<file path="src/rtl/pc_sequencer_if.sv">
// ============================================================================
// Module      : pc_sequencer_if
// Description : Fetch/decode/redirect bundle of the program-counter sequencer.
// Revision    : 1.0  initial release
// ============================================================================
`default_nettype none

interface pc_sequencer_if #(
    parameter int unsigned WIDTH = 32
);
    logic             imem_req;
    logic [WIDTH-1:0] imem_addr;
    logic             imem_ack;
    logic [WIDTH-1:0] imem_data;
    logic [WIDTH-1:0] instr;
    logic [WIDTH-1:0] instr_pc;
    logic             instr_valid;
    logic             id_ready;
    logic             br_en;
    logic [WIDTH-1:0] br_base;
    logic [WIDTH-1:0] br_offset;
    logic             jmp_en;
    logic [WIDTH-1:0] jmp_target;
    logic [WIDTH-1:0] pc_out;

    modport master (
        output imem_req, imem_addr, instr, instr_pc, instr_valid, pc_out,
        input  imem_ack, imem_data, id_ready, br_en, br_base, br_offset,
               jmp_en, jmp_target
    );

    modport slave (
        input  imem_req, imem_addr, instr, instr_pc, instr_valid, pc_out,
        output imem_ack, imem_data, id_ready, br_en, br_base, br_offset,
               jmp_en, jmp_target
    );
endinterface

`default_nettype wire

</file>
<file path="src/rtl/pc_sequencer.sv">
// ============================================================================
// Module      : pc_sequencer
// Description : Owns the PC; sequences fetch requests, issue to decode and
//               branch/jump redirects.
// Revision    : 1.0  initial release
// ============================================================================
`default_nettype none

module pc_sequencer #(
    parameter int unsigned      WIDTH    = 32,
    parameter logic [WIDTH-1:0] RESET_PC = '0,
    parameter logic [WIDTH-1:0] STEP     = {{(WIDTH-1){1'b0}}, 1'b1}
) (
    input  wire logic      clk,
    input  wire logic      rst_n,
    pc_sequencer_if.master bus
);

    localparam logic [1:0] c_IDLE  = 2'd0;
    localparam logic [1:0] c_FETCH = 2'd1;
    localparam logic [1:0] c_ISSUE = 2'd2;

    logic [1:0]       state_q,    state_d;
    logic [WIDTH-1:0] pc_q,       pc_d;
    logic [WIDTH-1:0] instr_q,    instr_d;
    logic [WIDTH-1:0] instr_pc_q, instr_pc_d;
    logic             pend_q,     pend_d;
    logic [WIDTH-1:0] pend_tgt_q, pend_tgt_d;

    logic             redir_vld;
    logic [WIDTH-1:0] redir_tgt;

    // Jump outranks branch; the adder wraps modulo 2^WIDTH.
    assign redir_vld = bus.jmp_en | bus.br_en;
    assign redir_tgt = bus.jmp_en ? bus.jmp_target : (bus.br_base + bus.br_offset);

    always_ff @(posedge clk or negedge rst_n) begin
        if (!rst_n) begin
            state_q <= c_IDLE;
        end else begin
            state_q <= state_d;
        end
    end

    always_ff @(posedge clk or negedge rst_n) begin
        if (!rst_n) begin
            pc_q       <= RESET_PC;
            instr_q    <= '0;
            instr_pc_q <= '0;
            pend_q     <= 1'b0;
            pend_tgt_q <= '0;
        end else begin
            pc_q       <= pc_d;
            instr_q    <= instr_d;
            instr_pc_q <= instr_pc_d;
            pend_q     <= pend_d;
            pend_tgt_q <= pend_tgt_d;
        end
    end

    always_comb begin
        state_d    = state_q;
        pc_d       = pc_q;
        instr_d    = instr_q;
        instr_pc_d = instr_pc_q;
        pend_d     = pend_q;
        pend_tgt_d = pend_tgt_q;
        case (state_q)
            c_IDLE: begin
                state_d = c_FETCH;
            end
            c_FETCH: begin
                if (bus.imem_ack) begin
                    // A redirect arriving with the ack is newer than any pending one.
                    if (redir_vld) begin
                        pc_d   = redir_tgt;
                        pend_d = 1'b0;
                    end else if (pend_q) begin
                        pc_d   = pend_tgt_q;
                        pend_d = 1'b0;
                    end else begin
                        instr_d    = bus.imem_data;
                        instr_pc_d = pc_q;
                        state_d    = c_ISSUE;
                    end
                end else if (redir_vld) begin
                    pend_d     = 1'b1;
                    pend_tgt_d = redir_tgt;
                end
            end
            c_ISSUE: begin
                if (redir_vld) begin
                    pc_d    = redir_tgt;
                    state_d = c_FETCH;
                end else if (bus.id_ready) begin
                    pc_d    = instr_pc_q + STEP;
                    state_d = c_FETCH;
                end
            end
            default: begin
                state_d = c_IDLE;
            end
        endcase
    end

    always_comb begin
        bus.imem_req    = (state_q == c_FETCH);
        bus.instr_valid = (state_q == c_ISSUE);
    end

    assign bus.imem_addr = pc_q;
    assign bus.pc_out    = pc_q;
    assign bus.instr     = instr_q;
    assign bus.instr_pc  = instr_pc_q;

endmodule

`default_nettype wire

</file>
<file path="src/flat_wrapper.sv">
// flat-port wrapper written by rule: the top's interface ports become plain ports
module pc_sequencer_flat 
#(
    parameter int unsigned      WIDTH    = 32,
    parameter logic [WIDTH-1:0] RESET_PC = '0,
    parameter logic [WIDTH-1:0] STEP     = {{(WIDTH-1){1'b0}}, 1'b1}
)
  (clk, rst_n, bus_imem_req, bus_imem_addr, bus_instr, bus_instr_pc, bus_instr_valid, bus_pc_out, bus_imem_ack, bus_imem_data, bus_id_ready, bus_br_en, bus_br_base, bus_br_offset, bus_jmp_en, bus_jmp_target);
  pc_sequencer_if #(.WIDTH(WIDTH)) bus_i ();
  input  wire logic clk;
  input  wire logic rst_n;
  output wire logic [$bits(bus_i.imem_req)-1:0] bus_imem_req;
  output wire logic [$bits(bus_i.imem_addr)-1:0] bus_imem_addr;
  output wire logic [$bits(bus_i.instr)-1:0] bus_instr;
  output wire logic [$bits(bus_i.instr_pc)-1:0] bus_instr_pc;
  output wire logic [$bits(bus_i.instr_valid)-1:0] bus_instr_valid;
  output wire logic [$bits(bus_i.pc_out)-1:0] bus_pc_out;
  input wire logic [$bits(bus_i.imem_ack)-1:0] bus_imem_ack;
  input wire logic [$bits(bus_i.imem_data)-1:0] bus_imem_data;
  input wire logic [$bits(bus_i.id_ready)-1:0] bus_id_ready;
  input wire logic [$bits(bus_i.br_en)-1:0] bus_br_en;
  input wire logic [$bits(bus_i.br_base)-1:0] bus_br_base;
  input wire logic [$bits(bus_i.br_offset)-1:0] bus_br_offset;
  input wire logic [$bits(bus_i.jmp_en)-1:0] bus_jmp_en;
  input wire logic [$bits(bus_i.jmp_target)-1:0] bus_jmp_target;
  assign bus_imem_req = bus_i.imem_req;
  assign bus_imem_addr = bus_i.imem_addr;
  assign bus_instr = bus_i.instr;
  assign bus_instr_pc = bus_i.instr_pc;
  assign bus_instr_valid = bus_i.instr_valid;
  assign bus_pc_out = bus_i.pc_out;
  assign bus_i.imem_ack = bus_imem_ack;
  assign bus_i.imem_data = bus_imem_data;
  assign bus_i.id_ready = bus_id_ready;
  assign bus_i.br_en = bus_br_en;
  assign bus_i.br_base = bus_br_base;
  assign bus_i.br_offset = bus_br_offset;
  assign bus_i.jmp_en = bus_jmp_en;
  assign bus_i.jmp_target = bus_jmp_target;
  pc_sequencer #(.WIDTH(WIDTH), .RESET_PC(RESET_PC), .STEP(STEP)) u_core (.clk(clk), .rst_n(rst_n), .bus(bus_i));
endmodule
</file>
<file path="config.mk">
export PLATFORM = sky130hd
export DESIGN_NAME = pc_sequencer_flat
export DESIGN_NICKNAME = d
export VERILOG_FILES = /design/src/rtl/pc_sequencer_if.sv /design/src/rtl/pc_sequencer.sv /design/src/flat_wrapper.sv
export SDC_FILE = /design/constraint.sdc
export NUM_CORES = 1
export LEC_CHECK = 0
export ABC_AREA = 1
export BUFFER_PORTS_ARGS = -buffer_cell sky130_fd_sc_hd__buf_2
export CORE_ASPECT_RATIO = 0.9
export CORE_UTILIZATION = 58
export CTS_CLUSTER_DIAMETER = 50
export DETAILED_ROUTE_END_ITERATION = 8
export PLACE_DENSITY = 0.85
export SLEW_MARGIN = 20
export SYNTH_ARGS = -nofsm -noshare
export SYNTH_HDL_FRONTEND = slang
export SYNTH_SLANG_ARGS = --single-unit
</file>
<file path="constraint.sdc">
create_clock -name clk -period 4.3 [get_ports clk]
set_clock_uncertainty 0.05 [all_clocks]
set_input_delay 0.86 -clock clk [delete_from_list [all_inputs] [get_ports clk]]
set_output_delay 0.86 -clock clk [all_outputs]
set_load 0.02 [all_outputs]
</file>
Word level (Yosys, flattened, before mapping)
Cells that the tools add are included.
{"block": "op_classes", "addsub": 2, "n_eq_ne": 7, "mux": 15, "bitwise_logic": 4, "reduce_logical": 8}
{"operator": "32-bit two-way mux", "n": 6}
{"operator": "32-bit case mux with 2 select lines", "n": 1}
{"operator": "32-bit by 1-bit adder with 32-bit output, second input constant", "n": 1}
{"operator": "32-bit adder", "n": 1}
{"operator": "4-bit AND reduction", "n": 3}
{"operator": "2-bit two-way mux", "n": 5}
{"operator": "3-bit by 1-bit inequality test with 1-bit output, second input constant", "n": 2}
{"operator": "2-bit case mux with 3 select lines", "n": 1}
{"operator": "2-bit inequality test, second input constant", "n": 2}
{"operator": "2-bit nonzero test", "n": 2}
{"operator": "1-bit inverter", "n": 3}
{"operator": "3-bit AND reduction", "n": 1}
{"operator": "2-bit by 1-bit == test with 1-bit output, second input constant", "n": 1}
{"operator": "2-bit == test, second input constant", "n": 1}
{"operator": "2-bit zero test", "n": 1}
{"operator": "1-bit two-way mux", "n": 2}
{"operator": "2-bit by 1-bit inequality test with 1-bit output, second input constant", "n": 1}
{"operator": "2-bit AND reduction", "n": 1}
{"operator": "1-bit bitwise OR", "n": 1}
{"block": "totals", "reg_bits": 131, "in_bits": 134}

Depth between registers and ports, before layout
{"block": "logic_depth", "word_depth": 5, "mapped_depth": 13, "mapped_depth_nobuf": 13}

Least setup slack after synthesis
No wires, ideal clock.
{"block": "synth_timing", "kind": "input -> register", "start": "in bus_br_offset[0]", "end": "reg u_core.pc_q[12] (netlist: u_core.bus.imem_addr[12])", "t_arrival_ps": 2427, "required_time_ps": 4120, "slack_ps": 1693, "cell_stages": 11, "n_path_buf": 0, "path_cell_list": "ha_1 fa_1 nand3_1 nand3_1 nand3_1 nand3_1 or2_2 nand3_1 nand2_1 nand2_1 a22oi_1"}
{"block": "synth_via", "elab_chain_cells": 5, "elab_cells_between_ends": 6}
{"item": "from (decl)", "line_no": "flat_wrapper.sv:23", "text": "input wire logic [$bits(bus_i.br_offset)-1:0] bus_br_offset;"}
{"item": "32-bit adder (*)", "line_no": "pc_sequencer.sv:35", "text": "assign redir_tgt = bus.jmp_en ? bus.jmp_target : (bus.br_base + bus.br_offset);"}
{"item": "32-bit two-way mux (*)", "line_no": "pc_sequencer.sv:35"}
{"item": "32-bit two-way mux", "line_no": "pc_sequencer.sv:75", "text": "if (redir_vld) begin"}
{"item": "32-bit two-way mux", "line_no": "pc_sequencer.sv:73", "text": "if (bus.imem_ack) begin"}
{"item": "32-bit case mux with 2 select lines (*)", "line_no": "pc_sequencer.sv:68", "text": "case (state_q)"}
{"item": "to (signal assigned)", "line_no": "pc_sequencer.sv:53", "text": "pc_q <= pc_d;"}
{"item": "to (decl)", "line_no": "pc_sequencer.sv:24", "text": "logic [WIDTH-1:0] pc_q, pc_d;"}
Every way passes the cells marked *; elsewhere a longest branch is shown, timed or not. The select of a mux whose other input is x is not followed.
A chain may end at the register's enable or synchronous reset.

Worst setup path after layout
{"block": "layout_timing", "start": "in bus_jmp_en", "end": "reg u_core.instr_pc_q[10] (netlist: u_core.bus.instr_pc[10])"}
{"block": "layout_via", "elab_chain_cells": 3}
{"item": "from (decl)", "line_no": "flat_wrapper.sv:24", "text": "input wire logic [$bits(bus_i.jmp_en)-1:0] bus_jmp_en;"}
{"item": "1-bit bitwise OR", "line_no": "pc_sequencer.sv:34", "text": "assign redir_vld = bus.jmp_en | bus.br_en;"}
{"item": "1-bit inverter (no line)"}
{"item": "4-bit AND reduction (no line)"}
{"item": "to (signal assigned)", "line_no": "pc_sequencer.sv:55", "text": "instr_pc_q <= instr_pc_d;"}
{"item": "to (decl)", "line_no": "pc_sequencer.sv:26", "text": "logic [WIDTH-1:0] instr_pc_q, instr_pc_d;"}
No other way between the ends.

==> impl_table.tex <==
\begin{tabular}{lr}
\hline
Metric & Value \\
\hline
\multicolumn{2}{l}{\textbf{Detailed routing}} \\
\quad Antenna Nets Post-Route & 0 \\
\quad WL per Instance & 15.33 um \\
\quad 1st-iter DRT viols & 1037 \\
\quad Routed via count & 10030 \\
\quad Detailed-routing iteration count for the pre-antenna-repair pass & 8 \\
\quad Final routed DRC violation total & 0 \\
\quad Via-to-Cell Ratio & 5.570 \\
\quad Post-detailed-routing wire length & roughly 28000 um \\
\multicolumn{2}{l}{\textbf{Floorplanning}} \\
\quad Area of the core & 15550 um2 \\
\quad Initial standard-cell utilization of the core & between 50\% and 60\% \\
\quad Total Die Area & 16520 um2 \\
\quad Placement Rows & 43 \\
\quad Width of the die & around 140 um \\
\quad Ports placed on the boundary & 264 \\
\quad Die span in y & between 100 and 150 um \\
\multicolumn{2}{l}{\textbf{Layout}} \\
\quad Diodes inserted & 0 \\
\quad Nets@finish & roughly 1800 \\
\quad Area growth syn-to-layout & 19.94\% \\
\quad Fraction of final layout cells with drive strength greater than 1 & between 20\% and 30\% \\
\quad Final core utilization & 71.64\% \\
\quad Design Area, Final & around 11000 um2 \\
\multicolumn{2}{l}{\textbf{Flow run}} \\
\quad Count of maximum capacitance violations & 0 \\
\multicolumn{2}{l}{\textbf{GRT}} \\
\quad Number of global-route vias before repair & 8836 \\
\quad First-pass GRT wire length & about 43000 um \\
\quad Initial antenna violation count & 0 \\
\quad Total track usage & 33.55\% \\
\quad Grt total ovfl & 0 \\
\quad Pin count of the biggest net entering global routing & 81 \\
\multicolumn{2}{l}{\textbf{Worst setup path}} \\
\quad Crit-path max FO & around 60 \\
\quad R2R depth & 11 \\
\quad Kind of critical path & input port to register \\
\quad Slack of the worst reg-to-reg path & $\sim$1.7 ns \\
\quad Critical Path Source Type & input port \\
\quad RR Endpoint & u\_core.bus.imem\_addr[14] \\
\quad Startpoint of the worst register-to-register path & u\_core.bus.instr\_pc[0] \\
\quad Crit path required time & 4.54 ns \\
\quad Setup crit end kind & register \\
\quad Signal arrival time at the worst endpoint & 3.10 ns \\
\multicolumn{2}{l}{\textbf{STA}} \\
\quad Final total negative setup slack & 0 ns \\
\quad Final critical delay including setup and external delays & 2.854 ns \\
\quad Achievable frequency & $\sim$350 MHz \\
\quad Setup repair after global routing missed its margin & no \\
\quad Number of hold-slack violations in the final timing report & 0 \\
\quad Headroom to the max-slew limit & 47.08\% \\
\quad Finish-stage setup viols & 0 \\
\quad Slew @ Worst Pin & 0.7929 ns \\
\quad Number of pins exceeding their max-slew limit in the final report & 0 \\
\quad Share of the clock period used by the worst path after layout & 66.38\% \\
\multicolumn{2}{l}{\textbf{Synth}} \\
\quad Yosys warnings & 0 \\
\quad Mean area per synthesized cell & around 7 um2 \\
\quad Post-synthesis sequential element count & 131 \\
\quad Post-Synthesis Net Count & 1535 \\
\quad Gate count after technology mapping & $\sim$1400 \\
\quad Sequential fraction of the synthesis area & 35.30\% \\
\quad Cell area after technology mapping & 9288 um2 \\
\quad Number of distinct library cell variants in the gate-level netlist after synthesis & 42 \\
\multicolumn{2}{l}{\textbf{Clock network}} \\
\quad Source-to-sink clock delay at the later pin of the worst-skew pair & roughly 0.42 ns \\
\quad Clk pin slew, worst setup/hold paths & 0.05 ns \\
\quad Hold buffer count at cts & 0 \\
\quad Library cell used as clock root buffer & sky130\_fd\_sc\_hd\_\_clkbuf\_16 \\
\quad Cts bufs inserted & 17 \\
\quad Resized cells post-CTS & 0 \\
\quad Buffer count from post-CTS setup fixing & 0 \\
\quad Buffers from clock root to sink, at most & 2 \\
\quad Clock tree from TritonCTS & done \\
\quad Number of H-tree levels & 4 \\
\quad Sink Count & 131 \\
\multicolumn{2}{l}{\textbf{Power}} \\
\quad Pwr Density & 660.0 nW/um2 \\
\quad Leakage & $\sim$6.2 nW \\
\quad Highest ir drop seen on vdd & 0.5778 mV \\
\multicolumn{2}{l}{\textbf{Run status}} \\
\quad Outcome & complete, no violations \\
\multicolumn{2}{l}{\textbf{Hold path}} \\
\quad Worst Hold Class & input port to async pin \\
\multicolumn{2}{l}{\textbf{Placement}} \\
\quad Post-detailed-placement cell area & 10540 um2 \\
\quad RD Place Congestion & $\sim$0.99 \\
\quad Final HPWL DP & 20940 um \\
\quad Count of input and output buffers & between 200 and 300 \\
\hline
\end{tabular}
sequential cells by signal, summed over array words and instances, names as in the netlist:
signal,cells
u_core.pend_tgt_q,32
u_core.pend_q,1
u_core.state_q,2
u_core.bus.instr,32
u_core.bus.imem_addr,32
u_core.bus.instr_pc,32
synthesized netlist by cell type, drive strengths merged:
cell | count | share of area (%)
a21o | 1 | 0.081
a21oi | 99 | 5.3
a22oi | 4 | 0.32
a31oi | 5 | 0.34
a32oi | 3 | 0.28
and2 | 1 | 0.067
and3 | 2 | 0.13
buf | 50 | 3.5
clkbuf | 18 | 0.74
clkinv | 1 | 0.040
dfrtp | 131 | 35
fa | 1 | 0.22
ha | 35 | 4.7
inv | 185 | 7.5
mux2 | 37 | 4.5
nand2 | 437 | 18
nand3 | 110 | 6.1
nand3b | 4 | 0.32
nand4 | 5 | 0.34
nor2 | 123 | 5.5
nor3 | 14 | 0.81
o211ai | 4 | 0.32
o21ai | 63 | 3.4
o21bai | 3 | 0.24
o221ai | 1 | 0.094
o22ai | 1 | 0.067
or2 | 20 | 1.3
xnor2 | 5 | 0.47
xor2 | 2 | 0.19
layer usage:
metal	global-route usage (%)	share of wire (%)
met5	0	0
met3	6.783	9.5
met1	44.89	40
met2	53.46	47
met4	13.13	3.9
worst max-delay path by stage:
stage	start	to	slack, ns
3_5_place_dp	bus_jmp_en	u_core.bus.instr_pc[10]	1.07
5_1_grt	bus_jmp_en	u_core.bus.instr_pc[10]	1.30
3_3_place_gp	bus_jmp_en	u_core.bus.instr_pc[10]	1.16
4_1_cts	bus_jmp_en	u_core.bus.instr_pc[10]	1.48
6_report	bus_jmp_en	u_core.bus.instr_pc[10]	1.45
2_1_floorplan	bus_br_offset[0]	u_core.bus.imem_addr[12]	1.69
area by class of cell:
class                      instances  area [um2]
clock inverter                     5       75.07
tap                              202       252.7
fill                            1323        4409
sequential                       131        3278
inverter                         186       700.7
clock buffer                      25       495.5
multi-input combinational        980        4913
timing repair buffer             271        1424
critical path, stage by stage:
cell and delay [ns]:
sky130_fd_sc_hd__buf_2 0.23, sky130_fd_sc_hd__nor2_4 0.40, sky130_fd_sc_hd__inv_4 0.26, sky130_fd_sc_hd__nor2_4 0.21, sky130_fd_sc_hd__nand3_4 0.41, sky130_fd_sc_hd__buf_12 0.38, sky130_fd_sc_hd__mux2_2 0.30
cell usage in the layout (no fill, tap or decap), types with 3 or more instances in the layout:
cell type and instances:
sky130_fd_sc_hd__a21oi_1 99, sky130_fd_sc_hd__a22oi_1 4, sky130_fd_sc_hd__a31oi_1 5, sky130_fd_sc_hd__a32oi_1 3, sky130_fd_sc_hd__buf_2 262, sky130_fd_sc_hd__buf_4 6
sky130_fd_sc_hd__clkbuf_1 4, sky130_fd_sc_hd__clkbuf_16 17, sky130_fd_sc_hd__clkbuf_8 4, sky130_fd_sc_hd__clkinv_2 3, sky130_fd_sc_hd__dfrtp_1 131, sky130_fd_sc_hd__ha_1 35
sky130_fd_sc_hd__inv_1 183, sky130_fd_sc_hd__mux2_1 5, sky130_fd_sc_hd__mux2_2 32, sky130_fd_sc_hd__nand2_1 434, sky130_fd_sc_hd__nand2_2 3, sky130_fd_sc_hd__nand3_1 109
sky130_fd_sc_hd__nand3b_1 4, sky130_fd_sc_hd__nand4_1 5, sky130_fd_sc_hd__nor2_1 112, sky130_fd_sc_hd__nor2_2 7, sky130_fd_sc_hd__nor2_4 4, sky130_fd_sc_hd__nor3_1 13
sky130_fd_sc_hd__o211ai_1 4, sky130_fd_sc_hd__o21ai_0 62, sky130_fd_sc_hd__o21bai_1 3, sky130_fd_sc_hd__or2_2 19, sky130_fd_sc_hd__xnor2_1 5
kinds of logic (layout without fill, tap and decap cells):
kind of cell / after synthesis / after routing / synth area share (%)
fa+ha+maj: 36 / 36 / 4.931
xor+xnor: 7 / 7 / 0.6601
buf+inv: 254 / 487 / 11.83
mux: 37 / 37 / 4.486
simple gates: 716 / 716 / 32.28
compound gates: 184 / 184 / 10.52
flops: 131 / 131 / 35.30
metrics by stage:
step,std cells,power [mW],hold slack (ns),setup WS [ns]
after detailed placement,1769,5.850,0.4164,1.071
after global placement,1769,5.732,0.4093,1.161
after CTS,1799,7.305,0.4291,1.482
after global routing,1800,7.792,0.3602,1.303
final,1800,7.352,0.3486,1.446
after floorplan,1365,4.813,0.3937,1.693
where the power goes:
part	switching (mW)	leakage [nW]	internal, mW
combinational	2.35	4.37	1.19
clock	0.513	0.283	0.906
sequential	0.562	1.55	1.84
(Power assumes the default switching activity.)
